--- src/rtl/axi_uart_lite_slave.sv ---
// AXI4-lite slave for the UART-lite register map: RX/TX byte FIFOs, status and control.
// Offsets 0x0 RX, 0x4 TX, 0x8 STAT, 0xC CTRL; the serializer/deserializer lives outside.
module axi_uart_lite_slave #(
    parameter int unsigned FIFO_AW = 4
) (
    input  logic        clk,
    input  logic        rst_n,
    input  logic        s_axi_awvalid,
    output logic        s_axi_awready,
    input  logic [31:0] s_axi_awaddr,
    input  logic [2:0]  s_axi_awprot,
    input  logic        s_axi_wvalid,
    output logic        s_axi_wready,
    input  logic [31:0] s_axi_wdata,
    input  logic [3:0]  s_axi_wstrb,
    output logic        s_axi_bvalid,
    input  logic        s_axi_bready,
    output logic [1:0]  s_axi_bresp,
    input  logic        s_axi_arvalid,
    output logic        s_axi_arready,
    input  logic [31:0] s_axi_araddr,
    input  logic [2:0]  s_axi_arprot,
    output logic        s_axi_rvalid,
    input  logic        s_axi_rready,
    output logic [31:0] s_axi_rdata,
    output logic [1:0]  s_axi_rresp,
    output logic [7:0]  tx_data,
    output logic        tx_valid,
    input  logic        tx_ready,
    input  logic [7:0]  rx_data,
    input  logic        rx_valid
);
    typedef enum logic [1:0] {
        REG_RX   = 2'd0,
        REG_TX   = 2'd1,
        REG_STAT = 2'd2,
        REG_CTRL = 2'd3
    } reg_sel_e;

    localparam int unsigned DEPTH = 1 << FIFO_AW;
    localparam logic [FIFO_AW:0] PTR_ONE = 1;

    logic             aw_held_q, aw_held_d;
    reg_sel_e         aw_sel_q, aw_sel_d;
    logic             w_held_q, w_held_d;
    logic [7:0]       w_byte_q, w_byte_d;
    logic             w_strb0_q, w_strb0_d;
    logic             bvalid_q, bvalid_d;
    logic [1:0]       bresp_q, bresp_d;
    logic             rvalid_q, rvalid_d;
    logic [31:0]      rdata_q, rdata_d;
    logic             overrun_q, overrun_d;
    logic [FIFO_AW:0] tx_wr_q, tx_wr_d, tx_rd_q, tx_rd_d;
    logic [FIFO_AW:0] rx_wr_q, rx_wr_d, rx_rd_q, rx_rd_d;
    logic [7:0]       tx_mem [DEPTH];
    logic [7:0]       rx_mem [DEPTH];

    logic     aw_hs, w_hs, ar_hs, wr_exec, wr_strb0;
    reg_sel_e wr_sel, rd_sel;
    logic [7:0] wr_byte;
    logic     tx_empty, tx_full, rx_empty, rx_full;
    logic     tx_push, tx_pop, tx_clr, rx_push, rx_pop, rx_clr;
    logic     unused_ok;

    assign unused_ok = ^{s_axi_awprot, s_axi_arprot, s_axi_awaddr[31:4], s_axi_awaddr[1:0],
                         s_axi_araddr[31:4], s_axi_araddr[1:0], s_axi_wdata[31:8], s_axi_wstrb[3:1]};

    assign s_axi_awready = !aw_held_q && !bvalid_q;
    assign s_axi_wready  = !w_held_q && !bvalid_q;
    assign s_axi_arready = !rvalid_q;
    assign s_axi_bvalid  = bvalid_q;
    assign s_axi_bresp   = bresp_q;
    assign s_axi_rvalid  = rvalid_q;
    assign s_axi_rdata   = rdata_q;
    assign s_axi_rresp   = 2'b00;

    assign aw_hs = s_axi_awvalid && s_axi_awready;
    assign w_hs  = s_axi_wvalid && s_axi_wready;
    assign ar_hs = s_axi_arvalid && s_axi_arready;

    // A channel arriving this cycle is used directly, so same-cycle AW+W executes at once.
    assign wr_sel   = aw_held_q ? aw_sel_q : reg_sel_e'(s_axi_awaddr[3:2]);
    assign wr_byte  = w_held_q ? w_byte_q : s_axi_wdata[7:0];
    assign wr_strb0 = w_held_q ? w_strb0_q : s_axi_wstrb[0];
    assign wr_exec  = (aw_held_q || aw_hs) && (w_held_q || w_hs);
    assign rd_sel   = reg_sel_e'(s_axi_araddr[3:2]);

    assign tx_empty = (tx_wr_q == tx_rd_q);
    assign tx_full  = (tx_wr_q[FIFO_AW] != tx_rd_q[FIFO_AW]) &&
                      (tx_wr_q[FIFO_AW-1:0] == tx_rd_q[FIFO_AW-1:0]);
    assign rx_empty = (rx_wr_q == rx_rd_q);
    assign rx_full  = (rx_wr_q[FIFO_AW] != rx_rd_q[FIFO_AW]) &&
                      (rx_wr_q[FIFO_AW-1:0] == rx_rd_q[FIFO_AW-1:0]);

    assign tx_push = wr_exec && (wr_sel == REG_TX) && wr_strb0 && !tx_full;
    assign tx_pop  = !tx_empty && tx_ready;
    assign tx_clr  = wr_exec && (wr_sel == REG_CTRL) && wr_byte[0];
    assign rx_push = rx_valid && !rx_full;
    assign rx_pop  = ar_hs && (rd_sel == REG_RX) && !rx_empty;
    assign rx_clr  = wr_exec && (wr_sel == REG_CTRL) && wr_byte[1];

    assign tx_valid = !tx_empty;
    assign tx_data  = tx_mem[tx_rd_q[FIFO_AW-1:0]];

    always_comb begin
        aw_held_d = aw_held_q;
        aw_sel_d  = aw_sel_q;
        w_held_d  = w_held_q;
        w_byte_d  = w_byte_q;
        w_strb0_d = w_strb0_q;
        bvalid_d  = bvalid_q;
        bresp_d   = bresp_q;
        rvalid_d  = rvalid_q;
        rdata_d   = rdata_q;
        tx_wr_d   = tx_wr_q;
        tx_rd_d   = tx_rd_q;
        rx_wr_d   = rx_wr_q;
        rx_rd_d   = rx_rd_q;

        if (wr_exec) begin
            aw_held_d = 1'b0;
            w_held_d  = 1'b0;
        end else begin
            if (aw_hs) begin
                aw_held_d = 1'b1;
                aw_sel_d  = reg_sel_e'(s_axi_awaddr[3:2]);
            end
            if (w_hs) begin
                w_held_d  = 1'b1;
                w_byte_d  = s_axi_wdata[7:0];
                w_strb0_d = s_axi_wstrb[0];
            end
        end

        if (bvalid_q && s_axi_bready) bvalid_d = 1'b0;
        if (wr_exec) begin
            bvalid_d = 1'b1;
            bresp_d  = ((wr_sel == REG_TX) && wr_strb0 && tx_full) ? 2'b10 : 2'b00;
        end

        if (rvalid_q && s_axi_rready) rvalid_d = 1'b0;
        if (ar_hs) begin
            rvalid_d = 1'b1;
            case (rd_sel)
                REG_RX:   rdata_d = rx_empty ? '0 : {24'b0, rx_mem[rx_rd_q[FIFO_AW-1:0]]};
                REG_STAT: rdata_d = {26'b0, overrun_q, 1'b0, tx_full, tx_empty, rx_full, !rx_empty};
                default:  rdata_d = '0;
            endcase
        end

        // CTRL flush overrides any push or pop landing on the same edge.
        if (tx_clr) begin
            tx_wr_d = '0;
            tx_rd_d = '0;
        end else begin
            if (tx_push) tx_wr_d = tx_wr_q + PTR_ONE;
            if (tx_pop)  tx_rd_d = tx_rd_q + PTR_ONE;
        end
        if (rx_clr) begin
            rx_wr_d = '0;
            rx_rd_d = '0;
        end else begin
            if (rx_push) rx_wr_d = rx_wr_q + PTR_ONE;
            if (rx_pop)  rx_rd_d = rx_rd_q + PTR_ONE;
        end

        overrun_d = (overrun_q && !(ar_hs && (rd_sel == REG_STAT))) || (rx_valid && rx_full);
    end

    always_ff @(posedge clk) begin
        if (!rst_n) begin
            aw_held_q <= 1'b0;
            aw_sel_q  <= REG_RX;
            w_held_q  <= 1'b0;
            w_byte_q  <= '0;
            w_strb0_q <= 1'b0;
            bvalid_q  <= 1'b0;
            bresp_q   <= '0;
            rvalid_q  <= 1'b0;
            rdata_q   <= '0;
            overrun_q <= 1'b0;
            tx_wr_q   <= '0;
            tx_rd_q   <= '0;
            rx_wr_q   <= '0;
            rx_rd_q   <= '0;
        end else begin
            aw_held_q <= aw_held_d;
            aw_sel_q  <= aw_sel_d;
            w_held_q  <= w_held_d;
            w_byte_q  <= w_byte_d;
            w_strb0_q <= w_strb0_d;
            bvalid_q  <= bvalid_d;
            bresp_q   <= bresp_d;
            rvalid_q  <= rvalid_d;
            rdata_q   <= rdata_d;
            overrun_q <= overrun_d;
            tx_wr_q   <= tx_wr_d;
            tx_rd_q   <= tx_rd_d;
            rx_wr_q   <= rx_wr_d;
            rx_rd_q   <= rx_rd_d;
        end
    end

    always_ff @(posedge clk) begin
        if (tx_push) tx_mem[tx_wr_q[FIFO_AW-1:0]] <= wr_byte;
        if (rx_push) rx_mem[rx_wr_q[FIFO_AW-1:0]] <= rx_data;
    end
endmodule
--- config.mk ---
export PLATFORM = sky130hd
export DESIGN_NAME = axi_uart_lite_slave
export DESIGN_NICKNAME = d
export VERILOG_FILES = /design/src/rtl/axi_uart_lite_slave.sv
export SDC_FILE = /design/constraint.sdc
export NUM_CORES = 1
export LEC_CHECK = 0
export BUFFER_PORTS_ARGS = -buffer_cell sky130_fd_sc_hd__buf_2
export CORE_MARGIN = 5
export CORE_UTILIZATION = 50
export CTS_BUF_LIST = sky130_fd_sc_hd__clkbuf_2 sky130_fd_sc_hd__clkbuf_4 sky130_fd_sc_hd__clkbuf_8
export CTS_CLUSTER_SIZE = 20
export DETAILED_ROUTE_END_ITERATION = 10
export PLACE_DENSITY = 0.76
export SLEW_MARGIN = 40
export SYNTH_ARGS = -nofsm -noshare
export SYNTH_HDL_FRONTEND = slang
export SYNTH_SLANG_ARGS = --single-unit
--- constraint.sdc ---
create_clock -name clk -period 2.76 [get_ports clk]
set_input_delay 0.414 -clock clk [delete_from_list [all_inputs] [get_ports clk]]
set_output_delay 0.414 -clock clk [all_outputs]
set_load 0.01 [all_outputs]
* Word level (Yosys, flattened, before mapping)
Memory sizes are Yosys's and may differ from the RTL's. A register that Yosys moved wholly into a read port is not among the register bits. Cells that the tools add are included.
Word-level totals: input bits 123, output and inout bits 50, word-level logic and storage cells 94, memory bits (writable) 256, flip-flop bits (word level) 70, memories 2
Memory list:
- rx_mem | words 16, width 8, rd ports 1, clocked after memory_dff 1, wr ports 1, RTL line 56 | logic [7:0] rx_mem [DEPTH];
- tx_mem | words 16, width 8, rd ports 1, clocked after memory_dff 1, wr ports 1, RTL line 55 | logic [7:0] tx_mem [DEPTH];
Operators by class: equal/unequal tests 9, $add $sub $neg 4, reductions and logical operators 45, bitwise logic cells 2, mux-type cells 18
Operator list (number):
- $logic_and A1 B1 Y1 | 25
- $add A5 B1 Y5 const B | 4
- $mux W4 | 4
- $mux W8 | 2
- $pmux W8 S2 | 1
- $eq A5 B5 Y1 | 2
- $logic_not A1 Y1 | 9
- $mux W1 | 9
- $eq A4 B4 Y1 | 2
- $reduce_or A2 Y1 | 3
- $eq A2 B2 Y1 const B | 2
- $mux W2 | 2
- $reduce_and A2 Y1 | 2
- $reduce_bool A2 Y1 | 2
- $logic_or A1 B1 Y1 | 3
- $eq A2 B1 Y1 const B | 1
- $logic_not A2 Y1 | 1
- $ne A1 B1 Y1 | 2
- $not A1 Y1 | 2

* Logic depth before layout (Yosys ltp)
depth in word-level cells 10, depth in mapped cells 7

* Worst setup path after synthesis
OpenSTA, ideal clock, no wires.
kind in2reg, from in s_axi_awaddr[3], to mem tx_mem[3][0], enable pin, slack 0.356 ns, stages 4, arrival 2.021 ns, cell sequence or3b_4 > a2111oi_4 > o211ai_4 > nor3_1
Between the ends: cells in the longest elaborated chain, start to end 7
Ends and longest elaborated chain:
- start: declaration | RTL line 10 | input logic [31:0] s_axi_awaddr,
- $mux W2 | RTL line 82 | assign wr_sel = aw_held_q ? aw_sel_q : reg_sel_e'(s_axi_awaddr[3:2]);
- $eq A2 B1 Y1 | RTL line 95 | assign tx_push = wr_exec && (wr_sel == REG_TX) && wr_strb0 && !tx_full;
- $logic_and A1 B1 Y1 (3 in a row) | RTL line 95
- $mux W1 | RTL line 205 | if (tx_push) tx_mem[tx_wr_q[FIFO_AW-1:0]] <= wr_byte;
- $mux W1 (not written as such) | RTL line 205
- end: declaration | RTL line 55
No other way between the ends.

==> metrics.cfg <==
[outcome]
status=complete, but fails checks
violations=negative setup slack

[sta]
worstMarginPinSlew_ns=0.868
max_slew_margin=0.419
timing.final.hold_violations=0
fin_ws_ns=-0.0191
skew_ns=0.0480
max_freq_mhz=360
setup_viol=5
fin_crit_ns=2.78
post-route-period-util=1.01
report.final.slew_viol_count=0
rsz0062_at_grt=true

[power]
p_leak_nw=4.88
p_int_mw=7.31
power_frac_seq=0.551
p_switching_mw=2.05
peakVddDrop_mv=0.510
clockPowerShare=0.398
power.density_nw_per_um2=658
pwr-share-comb=0.051
swShare=0.219

[routing]
drtIter0Drc=695
routed_via_density=5.55
ant_nets=0
wl_per_cell_um=21.4
drc_errors=0
routed_wl_mm=25.0
drtPass1Iterations=5
vias=6493

[global_routing]
grt_pass1_wl_mm=38.8
grt-ovfl-total=0
grt.total_usage=0.180
grt_max_degree=33
antenna_found_initial=0
grt_pass1_vias=6680

[yosys]
synth_edf_count=256
yosys_warnings=0
syn_inst=698
yosysSeqAreaShare=0.703
yosys.cell_types.count=49
synth.avg_cell_area_um2=17.8
synthArstFlopShare=0
synth-seq-cells=309
ys.flop_type=edfxtp_1
netlist_area_um2=12400

[floorplanning]
dieWidth_um=168
initial_utilization=0.510
coreArea_um2=24400
ioPinCount=173
dieArea_um2=28100
die_y_um=168
rows=57

[critical_path]
start_kind=flop
crit_buf_inv=3
critPathSlowestCell=mux4_2
crit_chain=buf_6 -> buf_16 -> mux4_2 -> mux4_2 -> buf_6
path_max_fanout=8
critPathKind=reg2out
end_kind=output pin
cp.required_ns=2.35
crit_family=multiplexers
arrival_ns=2.37
cpPeakStageDelay_ns=0.51

[placed_design]
io_buffer_count=52
dp_hpwl_mm=16.3
place.gp.congestion=0.753
dp_cells=1075
pre_cts_slack_ns=0.184

[cells_and_area]
nets=939
drive_above_1_share=0.314
diodes=0
syn2layout_area_growth_pct=14.4
final_cells=1170

[clocking]
cts_root_buffer=clkbuf_8
cts_buffers=49
clk_latency_ns=0.58
path_clk_slew_ns=0.06
cts_sinks=309
postCtsHoldBufs=0
htreeDepth=2
cts_buffer_depth=3
cts_tree=built

[job]
drv_cap=0

[min_path]
hold_path.class=in2reg

## worst paths after layout
path / startpoint / end / slack, ns / cells past startpoint
worst max-delay path: flop / tx_data[3] / -0.02 / 5
worst min-delay path: s_axi_wstrb[0] / w_strb0_q$_SDFFE_PN0P_ / 0.12 / 3
worst max register to register: aw_held_q$_SDFFE_PP0P_ / tx_mem[14][2]$_DFFE_PP_ / 0.32 / 4
worst min register to register: s_axi_bresp[1]$_SDFFE_PN0P_ / s_axi_bresp[1]$_SDFFE_PN0P_ / 0.46 / 2
## placed cells by master, fill, tap and decap left out, drive strengths merged, types with 3 or more instances in the layout
| cell | count |
|---|---|
| ha | 10 |
| a32o | 4 |
| nor3 | 8 |
| a221oi | 3 |
| mux2 | 9 |
| o21ai | 10 |
| mux4 | 72 |
| nor2 | 57 |
| nand2 | 17 |
| and3 | 15 |
| a21oi | 12 |
| nor2b | 3 |
| edfxtp | 256 |
| o211ai | 5 |
| nand2b | 5 |
| clkinv | 21 |
| clkbuf | 66 |
| o21a | 4 |
| xnor2 | 12 |
| inv | 10 |
| nand3b | 3 |
| dfxtp | 53 |
| xor2 | 14 |
| mux2i | 17 |
| conb | 27 |
| and2 | 4 |
| buf | 90 |
| a22oi | 13 |
## registers in the layout (all words and copies together), names as in the netlist, named ones only
name,cells
rx_rd_q,5
overrun_q,1
rx_wr_q,5
w_byte_q,8
aw_sel_q,2
s_axi_rvalid,1
rx_mem,128
w_held_q,1
s_axi_bvalid,1
w_strb0_q,1
tx_mem,128
s_axi_bresp,1
tx_rd_q,5
tx_wr_q,5
s_axi_rdata,8
aw_held_q,1
## tightest hold or removal path, cell delays in order
cell and delay, ns:
buf_2 0.09, mux2i_1 0.05, nor2_1 0.08
## kinds of logic after synthesis
kind of cell / share of synthesized area
fa+ha+maj: 0.0101
simple gates: 0.0471
buf+inv: 0.0305
mux: 0.152
flops: 0.703
other cells: 0.000302
xor+xnor: 0.0183
compound gates: 0.0380
## layer usage
| layer | up-vias | track usage | part of all wire |
|---|---|---|---|
| met5 | - | 0 | 0 |
| met4 | 0 | 0.0501 | 0.018 |
| met3 | 33 | 0.0330 | 0.063 |
| met2 | 220 | 0.309 | 0.52 |
| met1 | 3316 | 0.239 | 0.39 |
| li1 | 2924 | - | - |
## power by group through the flow
stage	combinational, mW	clock [mW]	sequential (mW)
4_1_cts	0.485	3.79	5.16
2_1_floorplan	0.319	0	5.24
3_3_place_gp	0.450	0	5.25
6_report	0.477	3.73	5.16
5_1_grt	0.521	4.05	5.16
3_5_place_dp	0.461	0	5.25
## final cells by class
cell class | instances | area [µm²]
Inverter | 9 | 33.8
Tap cell | 324 | 405
Timing Repair Buffer | 90 | 662
Clock buffer | 66 | 802
Clock inverter | 25 | 156
Multi-Input combinational cell | 347 | 3420
Fill cell | 1808 | 10200
Sequential cell | 309 | 8750
## synth_stat cells, types with 3 or more instances
| cell | instances | area share |
|---|---|---|
| a22oi_1 | 13 | 0.0078 |
| a221oi_1 | 3 | 0.0021 |
| clkbuf_1 | 21 | 0.0063 |
| o21a_1 | 3 | 0.0018 |
| mux2_2 | 9 | 0.0081 |
| buf_2 | 6 | 0.0024 |
| xor2_1 | 14 | 0.0099 |
| mux2i_1 | 17 | 0.014 |
| nand2_1 | 17 | 0.0051 |
| dfxtp_1 | 53 | 0.085 |
| xnor2_1 | 12 | 0.0085 |
| nand2b_1 | 5 | 0.0025 |
| nor3_1 | 8 | 0.0032 |
| and3_1 | 15 | 0.0075 |
| a21oi_1 | 12 | 0.0048 |
| edfxtp_1 | 256 | 0.62 |
| nor2b_1 | 3 | 0.0015 |
| buf_1 | 3 | 0.00091 |
| nand3b_1 | 3 | 0.0018 |
| and2_1 | 4 | 0.0020 |
| a32o_1 | 4 | 0.0032 |
| inv_1 | 9 | 0.0027 |
| o211ai_1 | 4 | 0.0024 |
| buf_4 | 27 | 0.016 |
| mux4_2 | 72 | 0.13 |
| ha_1 | 10 | 0.010 |
| nor2_1 | 57 | 0.017 |
| o21ai_0 | 9 | 0.0036 |
## timing repair
| item | in CTS | in global routing |
|---|---|---|
| gates resized for setup | 10 | 1 |
| setup buffers | 3 | 0 |
| gates cloned | 3 | 0 |
| endpoints found under the setup margin | 8 | 8 |
| pin swaps | 0 | 0 |
## per-stage QoR
stage | util | hold slack (ns) | total power, mW | TNS, ns | instance area (µm²)
finish | 0.583 | 0.116 | 9.36 | -0.0576 | 14200
global route | 0.583 | 0.104 | 9.73 | -0.669 | 14200
CTS | 0.585 | 0.0896 | 9.44 | -0.451 | 14300
detailed placement | 0.539 | 0.457 | 5.72 | 0 | 13200
global placement | 0.539 | 0.448 | 5.70 | 0 | 13100
floorplan | - | 0.458 | 5.56 | 0 | 12500
No activity file was read; power rests on OpenSTA's default activity.
